File: config.mk
export PLATFORM = sky130hd
export DESIGN_NAME = pipe_stage_reg
export DESIGN_NICKNAME = d
export VERILOG_FILES = /design/src/rtl/pipe_stage_reg.sv
export SDC_FILE = /design/constraint.sdc
export NUM_CORES = 1
export LEC_CHECK = 0
export CAP_MARGIN = 10
export CORE_UTILIZATION = 42
export CTS_BUF_LIST = sky130_fd_sc_hd__clkbuf_2
export CTS_CLUSTER_SIZE = 10
export DETAILED_ROUTE_END_ITERATION = 8
export PLACE_DENSITY = 0.91
export SYNTH_ARGS = -nofsm -noshare
export SYNTH_HDL_FRONTEND = slang
export SYNTH_SLANG_ARGS = --single-unit
File: constraint.sdc
create_clock -name clk -period 2.4 [get_ports clk]
set_clock_uncertainty 0.15 [all_clocks]
set_input_delay 0.48 -clock clk [delete_from_list [all_inputs] [get_ports clk]]
set_output_delay 0.48 -clock clk [all_outputs]
set_load 0.05 [all_outputs]
File: src/rtl/pipe_stage_reg.sv
// pipe_stage_reg: generic inter-stage pipeline register with a valid/ready
// handshake, synchronous flush, an optional two-entry skid mode and
// saturating stall/bubble performance counters.
module pipe_stage_reg #(
  parameter int CTRL_W = 3,
  parameter int DATA_W = 133,
  parameter int SKID   = 0,
  parameter int CNT_W  = 16
) (
  input  logic              clk,
  input  logic              rst,
  input  logic              flush,
  input  logic              in_valid,
  output logic              in_ready,
  input  logic [CTRL_W-1:0] in_ctrl,
  input  logic [DATA_W-1:0] in_data,
  output logic              out_valid,
  input  logic              out_ready,
  output logic [CTRL_W-1:0] out_ctrl,
  output logic [DATA_W-1:0] out_data,
  output logic [CNT_W-1:0]  stall_cnt,
  output logic [CNT_W-1:0]  bubble_cnt
);

  localparam bit USE_SKID = (SKID != 0);

  // ST_ONE doubles as FULL when the skid register is not in use
  typedef enum logic [1:0] {
    ST_EMPTY = 2'd0,
    ST_ONE   = 2'd1,
    ST_TWO   = 2'd2
  } state_t;

  state_t            state_q, state_d;
  logic [CTRL_W-1:0] main_ctrl_q, main_ctrl_d;
  logic [DATA_W-1:0] main_data_q, main_data_d;
  logic [CTRL_W-1:0] skid_ctrl_q, skid_ctrl_d;
  logic [DATA_W-1:0] skid_data_q, skid_data_d;
  logic              in_ready_q, in_ready_d;
  logic [CNT_W-1:0]  stall_cnt_q, stall_cnt_d;
  logic [CNT_W-1:0]  bubble_cnt_q, bubble_cnt_d;

  logic              accept;
  logic              drain;

  assign out_valid  = (state_q != ST_EMPTY);
  // Skid mode takes in_ready straight from a flop; otherwise it looks through to out_ready
  assign in_ready   = USE_SKID ? in_ready_q : (!out_valid || out_ready);
  // A squashed or empty slot never presents enables downstream
  assign out_ctrl   = out_valid ? main_ctrl_q : '0;
  assign out_data   = main_data_q;
  assign stall_cnt  = stall_cnt_q;
  assign bubble_cnt = bubble_cnt_q;

  // A beat offered alongside flush is dropped, so flush masks the accept
  assign accept = in_valid && in_ready && !flush;
  assign drain  = out_valid && out_ready;

  // Next-state and storage steering: flush empties everything but keeps the data
  always_comb begin
    state_d     = state_q;
    main_ctrl_d = main_ctrl_q;
    main_data_d = main_data_q;
    skid_ctrl_d = skid_ctrl_q;
    skid_data_d = skid_data_q;
    if (flush) begin
      state_d = ST_EMPTY;
    end else begin
      case (state_q)
        ST_EMPTY: begin
          if (accept) begin
            main_ctrl_d = in_ctrl;
            main_data_d = in_data;
            state_d     = ST_ONE;
          end
        end
        ST_ONE: begin
          if (accept && (drain || !USE_SKID)) begin
            main_ctrl_d = in_ctrl;
            main_data_d = in_data;
          end else if (accept) begin
            skid_ctrl_d = in_ctrl;
            skid_data_d = in_data;
            state_d     = ST_TWO;
          end else if (drain) begin
            state_d = ST_EMPTY;
          end
        end
        ST_TWO: begin
          if (drain) begin
            main_ctrl_d = skid_ctrl_q;
            main_data_d = skid_data_q;
            state_d     = ST_ONE;
          end
        end
        default: begin
          state_d = ST_EMPTY;
        end
      endcase
    end
    in_ready_d = (state_d != ST_TWO);
  end

  // Saturating performance counters driven by the pre-edge handshake signals
  always_comb begin
    stall_cnt_d  = stall_cnt_q;
    bubble_cnt_d = bubble_cnt_q;
    if (out_valid && !out_ready && (stall_cnt_q != {CNT_W{1'b1}})) begin
      stall_cnt_d = stall_cnt_q + {{(CNT_W-1){1'b0}}, 1'b1};
    end
    if (!out_valid && out_ready && (bubble_cnt_q != {CNT_W{1'b1}})) begin
      bubble_cnt_d = bubble_cnt_q + {{(CNT_W-1){1'b0}}, 1'b1};
    end
  end

  // State, storage and counter registers with synchronous reset
  always_ff @(posedge clk) begin
    if (rst) begin
      state_q      <= ST_EMPTY;
      main_ctrl_q  <= '0;
      main_data_q  <= '0;
      skid_ctrl_q  <= '0;
      skid_data_q  <= '0;
      in_ready_q   <= 1'b1;
      stall_cnt_q  <= '0;
      bubble_cnt_q <= '0;
    end else begin
      state_q      <= state_d;
      main_ctrl_q  <= main_ctrl_d;
      main_data_q  <= main_data_d;
      skid_ctrl_q  <= skid_ctrl_d;
      skid_data_q  <= skid_data_d;
      in_ready_q   <= in_ready_d;
      stall_cnt_q  <= stall_cnt_d;
      bubble_cnt_q <= bubble_cnt_d;
    end
  end

endmodule

Word-level counts from Yosys, hierarchy flattened
Index checks and enable logic that the tools add are counted.
{"block": "totals", "register_bits": 170, "input_bits": 141}
{"block": "classes", "addsub": 2, "n_eq_ne": 9, "mux": 12, "n_bitwise": 1, "reduce_logical": 18}
{"op": "two-way mux 133 bit", "count": 2}
{"op": "one-hot mux 133 bit (2 select lines)", "count": 1}
{"op": "adder 16 x 1 -> 16 bit (second input constant)", "count": 2}
{"op": "inequality test 16 bit (second input constant)", "count": 2}
{"op": "two-way mux 3 bit", "count": 3}
{"op": "two-way mux 2 bit", "count": 4}
{"op": "inequality test 2 bit (second input constant)", "count": 4}
{"op": "AND reduction 4 bit", "count": 2}
{"op": "logical AND 1 bit", "count": 7}
{"op": "one-hot mux 2 bit (3 select lines)", "count": 1}
{"op": "one-hot mux 3 bit (2 select lines)", "count": 1}
{"op": "nonzero test 2 bit", "count": 2}
{"op": "OR reduction 2 bit", "count": 2}
{"op": "zero test 1 bit", "count": 3}
{"op": "equality test 2 x 1 -> 1 bit (second input constant)", "count": 1}
{"op": "equality test 2 bit (second input constant)", "count": 1}
{"op": "zero test 2 bit", "count": 1}
{"op": "inequality test 2 x 1 -> 1 bit (second input constant)", "count": 1}
{"op": "logical OR 1 bit", "count": 1}
{"op": "inverter 1 bit", "count": 1}

Logic depth before layout (Yosys ltp)
{"block": "depth", "depth_word": 7, "depth_mapped": 8}

Worst setup path before layout
Ideal clock, no wire load.
{"block": "synth_path", "path_kind": "register to register", "start": "reg state_q[0]", "end": "reg stall_cnt_q[7], in the netlist stall_cnt[7]", "setup_time_ps": 70, "arrival_time_ps": 2085, "setup_slack_ps": 95, "path_stages_with_launch": 6, "n_path_buf": 1, "synth_period_minus_slack_ps": 2305, "path_cell_list": "dfxtp_1 and2b_4 inv_2 clkbuf_1 or4_1 a21oi_1"}
{"block": "synth_via", "elab_chain_cells": 3}
{"item": "start: declaration", "line": "34", "text": "state_t state_q, state_d;"}
{"item": "start signal: assignment", "line": "128", "text": "state_q <= state_d;"}
{"item": "nonzero test 2 bit", "line": "46", "text": "assign out_valid = (state_q != ST_EMPTY);"}
{"item": "logical AND 1 bit (2 in a row)", "line": "108", "text": "if (out_valid && !out_ready && (stall_cnt_q != {CNT_W{1'b1}})) begin"}
{"item": "end signal: assignment", "line": "134", "text": "stall_cnt_q <= stall_cnt_d;"}
{"item": "end: declaration", "line": "40", "text": "logic [CNT_W-1:0] stall_cnt_q, stall_cnt_d;"}
No other way between the ends.
A chain may end at the register's enable or synchronous reset.

Worst setup path after layout
{"block": "layout_path", "start": "reg main_data_q[27], in the netlist out_data[27]", "end": "out out_data[27]"}
{"item": "start: declaration", "line": "36", "text": "logic [DATA_W-1:0] main_data_q, main_data_d;"}
{"item": "start signal: assignment", "line": "130", "text": "main_data_q <= main_data_d;"}
{"item": "end: declaration", "line": "20", "text": "output logic [DATA_W-1:0] out_data,"}
No word-level cell between the ends.

==> flow_summary.yaml <==
final_layout:
  layout-area-overhead-vs-synth_pct: 57.0
  n_fill_cell: 1191
  drive_gt1_share_pct: 11.1
  final_cell_mix: "284 x sky130_fd_sc_hd__nand2_1, 166 x sky130_fd_sc_hd__dfxtp_1, 157 x sky130_fd_sc_hd__a21oi_1"
  finalInstanceArea_um2: 9910
  diodes: 0
  design.final.nets: 1250
  commonest_non_fill_non_tap_cell_in_the_layout: "sky130_fd_sc_hd__nand2_1"
synthesis:
  yosys.area.top_type_share_pct: 53.6
  seq_area_frac_synth_pct: 53.6
  netlist-cell-type-count: 42
  synth.mux.area_fraction_pct: 0.872
  synth.largest_area_cell: "sky130_fd_sc_hd__dfxtp_1"
  synth_area_in_xor_xnor_pct: 0.139
  yosys_most_used_dff: "sky130_fd_sc_hd__dfxtp_1"
  post_synthesis_simple_gate_area_fraction_pct: 25.1
  avg_synthesized_cell_area_um2: 7.98
  postSynth.asyncResetShare_pct: 0
  synthTopCellsByArea: "sky130_fd_sc_hd__dfxtp_1 54%, sky130_fd_sc_hd__nand2_1 17%, sky130_fd_sc_hd__a21oi_1 12%"
  synth_compound_gate_area_share_pct: 16.1
  area_share_of_fa_ha_maj_cells_after_synthesis_pct: 0.396
  synth_cells: 791
  synth-warning-count: 0
  synth_nets: 934
  largest_family_of_logic_cells_by_synthesized_area: "simple AND/OR/NAND/NOR gates"
  synth_edf_count: 0
  syn-cell-area_um2: 6320
  ys_seq_elements: 169
drt:
  detail_route.wl_per_cell_um: 15.2
  drc_markers: 0
  first_pass_iters: 5
  via_count: 6673
  top_signal_layer_used: "met4"
  met3_wire_len_um: 1650
  detail_route.iter0.violations: 296
  route.layer.met1.wl_um: 7800
  ant_nets: 0
  wl_um: 19800
  detail_route.vias_per_cell: 5.12
  dr_wl_met2_um: 9780
worst_setup_path:
  timing.critical_path.from_type: "flop"
  required_ps: 1770
  path_buf_inv: 1
  max_stage_delay_ps: 540
  worstPathMaxFanout: 2
  setup.worst_path.end_class: "output port"
  arrival_ps: 1650
  crit_slowest_cell: "sky130_fd_sc_hd__dlygate4sd2_1"
  path_cells: "dlygate4sd2_1"
  r2r_cells: 6
  cp_num_cells: 1
  timing.critical_path.max_delay_family: "buffers and inverters"
  critPathKind: "reg2out"
power:
  swShare_pct: 31.2
  power-per-cell-area_nw_per_um2: 562
  internal_power_w: 0.00383
  peakVddDrop_uv: 332
  pwr-share-clk_pct: 26.5
  netSwitchingPower_w: 0.00174
  finalPower_w: 0.00557
  power_leakage_nw: 4.03
  seq_power_share_pct: 53.5
  comb_power_share_pct: 20.0
global_routing:
  grt_pass1_wl_um: 31700
  grt_pass1_vias: 6461
  grt_antenna_before_repair: 0
  globalRouteTotalUtil_pct: 25.4
  grt_max_degree: 57
  grt.overflow.total: 0
clocking:
  cts_htree_levels: 4
  clock_latency_ps: 720
  clockBufferDepth: 2
  clock_tree_from_tritoncts: "done"
  clkSinkCount: 169
  clock_tree.root_cell: "sky130_fd_sc_hd__clkbuf_2"
  cts_inserted_buffers: 17
  path_clk_slew_ps: 240
floorplan:
  initial_util_pct: 43.3
  chipWidth_um: 125
  die_h_um: 125
  core_area_um2: 14600
  floorplan.io_pins: 311
  row_count: 44
  fp.dieArea_um2: 15500
sta:
  fin_worst_hold_slack_ps: 114
  finalSetupViolations: 0
  min_period_ps: 2280
  achievable-frequency_ghz: 0.438
  tightest_slew_ps: 595
  grt_setup_unrepaired: "false"
  final_max_slew_viol_count: 0
  fin_crit_sh_pct: 95.2
  postLayoutSetupSlackWorst_ps: 115
  relSlewSlack_pct: 59.9
  report.final.hold_viol_count: 0
min_path:
  holdCritPathClass: "in2reg"
  whs_path_depth: 3
placement:
  place.port_buffers: 310
  global_placement_routability_congestion: 0.784
  pre_cts_ws_ps: -124
  post-dp-hpwl_um: 14400
  post_dp_cell_area_um2: 9800
job:
  maxCapViolations: 0
outcome:
  result_of_the_run: "finished clean"
[Yosys cell counts, types with 4 or more instances]
library cell,number
sky130_fd_sc_hd__a21oi_1,157
sky130_fd_sc_hd__and2_1,4
sky130_fd_sc_hd__buf_2,10
sky130_fd_sc_hd__clkbuf_1,42
sky130_fd_sc_hd__dfxtp_1,169
sky130_fd_sc_hd__inv_1,7
sky130_fd_sc_hd__mux2_1,4
sky130_fd_sc_hd__nand2_1,284
sky130_fd_sc_hd__nand3_1,11
sky130_fd_sc_hd__nand4_1,7
sky130_fd_sc_hd__nor2_1,9
sky130_fd_sc_hd__nor2b_1,5
sky130_fd_sc_hd__nor3_1,6
sky130_fd_sc_hd__nor4_1,5
sky130_fd_sc_hd__o21ai_0,4
sky130_fd_sc_hd__o31ai_1,13
sky130_fd_sc_hd__or3_1,7
sky130_fd_sc_hd__or4_1,14
[timing repair]
action | CTS | global route
hold buffers | 1 | 0
setup buffers | 2 | 0
hold endpoints to repair | 18 | 0
gates cloned | 0 | 0
resized for setup | 207 | 63
setup endpoints to repair | 158 | 52
[path summary, 6_finish.rpt]
kind	startpoint	endpoint	slack [ps]
max	out_data[27]	out_data[27]	120
min	in_data[16]	out_data[16]	110
min reg2reg	out_data[72]	out_data[72]	310
max reg2reg	bubble_cnt[1]	bubble_cnt[9]	300
[through the flow]
stage / utilization [%] / std cells / TNS, ps
after global routing: 68.0 / 1304 / 0
after CTS: 68.0 / 1304 / 0
after global placement: 67.2 / 1269 / -164
final: 68.0 / 1304 / 0
after floorplan: - / 791 / 0
after detailed placement: 67.2 / 1269 / -4000
[cell families (layout without fill, tap and decap cells)]
group,after synthesis,after routing
DFF,169,169
adders and majority gates,2,2
and+or+nand+nor,364,364
muxes,5,5
buffers and inverters,62,391
AOI/OAI and AO/OA,188,188
xor gates and xnor gates,1,1
[power groups by stage]
stage / clock network [W] / logic [W] / registers [W]
finish: 0.00148 / 0.00111 / 0.00298
global route: 0.00164 / 0.00118 / 0.00300
CTS: 0.00153 / 0.00111 / 0.00298
detailed placement: 0 / 0.00117 / 0.00304
global placement: 0 / 0.00116 / 0.00303
floorplan: 0 / 0.000239 / 0.00341
[layout make-up]
class / count / area (µm²) / area share [%]
clock buffers: 19 / 95.1 / 0.959
clock inverters: 13 / 129 / 1.30
inverters: 8 / 30.0 / 0.303
multi-input cells: 560 / 2690 / 27.2
flip-flops and latches: 169 / 3390 / 34.2
well taps: 184 / 230 / 2.32
repair buffers: 351 / 3350 / 33.8
[metal layers]
layer | global-route usage, % | vias to the layer above
met5 | 0 | -
met1 | 28.3 | 3061
li1 | - | 3301
met3 | 8.81 | 42
met4 | 10.4 | 0
met2 | 43.7 | 269
[sequential cells by signal, summed over array words and instances, names as in the netlist]
name,cells
out_data,133
bubble_cnt,16
stall_cnt,16
main_ctrl_q,3
state_q,1
Note: power is estimated with default switching activity, not from simulation.
==> variant (config.mk and constraints unchanged) <==
Set the parameter `CNT_W` to 12 (it was 16).
--- a/src/rtl/pipe_stage_reg.sv
+++ b/src/rtl/pipe_stage_reg.sv
@@ -5,7 +5,7 @@
   parameter int CTRL_W = 3,
   parameter int DATA_W = 133,
   parameter int SKID   = 0,
-  parameter int CNT_W  = 16
+  parameter int CNT_W  = 12
 ) (
   input  logic              clk,
   input  logic              rst,
Ports: changed (resized bubble_cnt and stall_cnt); port bits go from 311 to 303. The function was not compared with the original's and may differ.
==> variant against the unedited design <==
  * Worst setup slack improved by 0.031 ns
  * Sequential power is 5% lower
  * Area after synthesis decreased by 5.2%
  * Critical path type unchanged
  * Routed wire length fell by 10%
  * Power is 4.4% lower
  * Sequential cell count decreased by 8
  * Final area shrank 5.1%
  * Largest cell class unchanged
  * Count of clock-buffer cells in the layout did not move
==> variant: results <==
set metrics [dict create \
    dp_hpwl_um 13000 \
    gp_congestion 0.850 \
    ir_worst_vdd_mv 0.406 \
    hp-class "input port to flop" \
    cp_slowest_cell "dlygate4sd2_1" \
    synth_area_leaders "dfxtp_1, nand2_1, a21oi_1" \
    drt_pass1_iterations 5 \
    synth_xor_area_frac 0.00146 \
    hp-start "in_data[57]" \
    synth_compound_area_frac 0.144 \
    grt_overflow 0 \
    synthFlopType "dfxtp_1" \
    grt_pass1_vias 5806 \
    antenna_found_initial 0 \
    cp-startpoint "out_data[74]$_SDFFE_PP0P_" \
    largest_reg_flops 133 \
    num_antenna_cells 0 \
    synthArstFlopShare 0 \
    hold_violations 0 \
    r2r_start "bubble_cnt[0]$_SDFFE_PP0P_" \
    ys_top_cells_by_count "nand2_1, dfxtp_1, a21oi_1" \
    p_leak_nw 4.02 \
    relSlewSlack 0.630 \
    clock_path_buffers 2 \
    synth.distinct_cells 50 \
    synth_fa_ha_area_frac 0.00418 \
    drt_wl_total_um 17700 \
    grt_usage 0.234 \
    cts_buffers 17 \
    placed_cell_area_um2 9360 \
    drive_gt1_frac 0.0982 \
    multi_input_area_um2 2520 \
    grt_max_degree 72 \
    yosysWarnings 0 \
    fin_cells 1239 \
    viasPerCell 4.99 \
    portBuffers 302 \
    cp_max_fo 2 \
    final_nets 1191 \
    htree_levels 4 \
    crit_arrival_ns 1.62 \
    syn_nets 886 \
    clock_tree.root_cell "clkbuf_2" \
    status "completed" \
    synth_area_per_cell_um2 8.06 \
    cp_top_family "buffers and inverters" \
    ys_seq_area_frac 0.538 \
    grt_pass1_wl_um 27200 \
    synth_mux_area_frac 0.0125 \
    drtIter0Drc 302 \
    cpPeakStageDelay_ns 0.55 \
    clkTransAtPathRegs_ns 0.23 \
    fillers 1145 \
    clk_latency_ns 0.68 \
]
variant: cell count changes in the layout (fill, tap and decap cells not counted), moves of 5 or more:
cell / unedited run / this run
o31ai_1: 13 / 1
or4_1: 14 / 2
buf_4: 44 / 27
inv_1: 7 / 2
dlygate4sd2_1: 86 / 121
clkdlybuf4s15_1: 38 / 14
nand2b_1: 0 / 5
clkdlybuf4s15_2: 20 / 12
dfxtp_1: 166 / 159
a21oi_1: 157 / 146
variant: what timing repair did:
action                     in CTS  in global routing
resized for setup             188                 30
hold endpoints to repair        2                  0
setup buffers                   0                  0
setup endpoints to repair     161                 26
hold buffers                    1                  0
variant: metal layers:
metal  track usage  vias to the layer above  share of wire
met1         0.256                     2844           0.39
li1              -                     3062              -
met5             0                        -              0
met2         0.400                      241           0.49
met3        0.0860                       35          0.088
met4         0.110                        0          0.027
variant: kinds of logic after synthesis:
group,count (synthesis)
AOI/OAI and AO/OA,165
buffers and inverters,52
DFF,161
xor gates and xnor gates,1
adders and majority gates,2
muxes,7
and+or+nand+nor,355
variant: cell type report:
class | count | share of cell area
Inverter | 3 | 0.00120
Sequential cell | 161 | 0.343
Timing Repair Buffer | 335 | 0.341
Clock buffer | 19 | 0.0101
Clock inverter | 11 | 0.0124
Tap cell | 180 | 0.0240
Multi-Input combinational cell | 530 | 0.268
variant: worst reg2reg max path: cells and delay by family (launching register included):
family	cells	cell delay, ns
flops	1	0.45
fa+ha+maj	1	0.22
mux	1	0.32
simple gates	3	0.78
variant: through the flow:
stage          total power (W)  setup slack (ns)
2_1_floorplan          0.00352             0.194
3_3_place_gp           0.00406             0.118
3_5_place_dp           0.00408            0.0840
4_1_cts                0.00539          0.000679
5_1_grt                0.00558          0.000839
6_report               0.00533             0.146
variant: where the power goes:
group          switching (W)  leakage [nW]  internal (W)
Sequential         0.0000561          1.31       0.00279
Combinational       0.000674          2.58      0.000432
Clock               0.000912         0.123      0.000464
variant: final timing paths:
path         cells after the start                         end  slack (ns)
max                              1                out_data[74]        0.15
max reg2reg                      5  bubble_cnt[0]$_SDFFE_PP0P_        0.39
min                              3   out_data[57]$_SDFFE_PP0P_        0.15
min reg2reg                      2   out_data[89]$_SDFFE_PP0P_        0.32
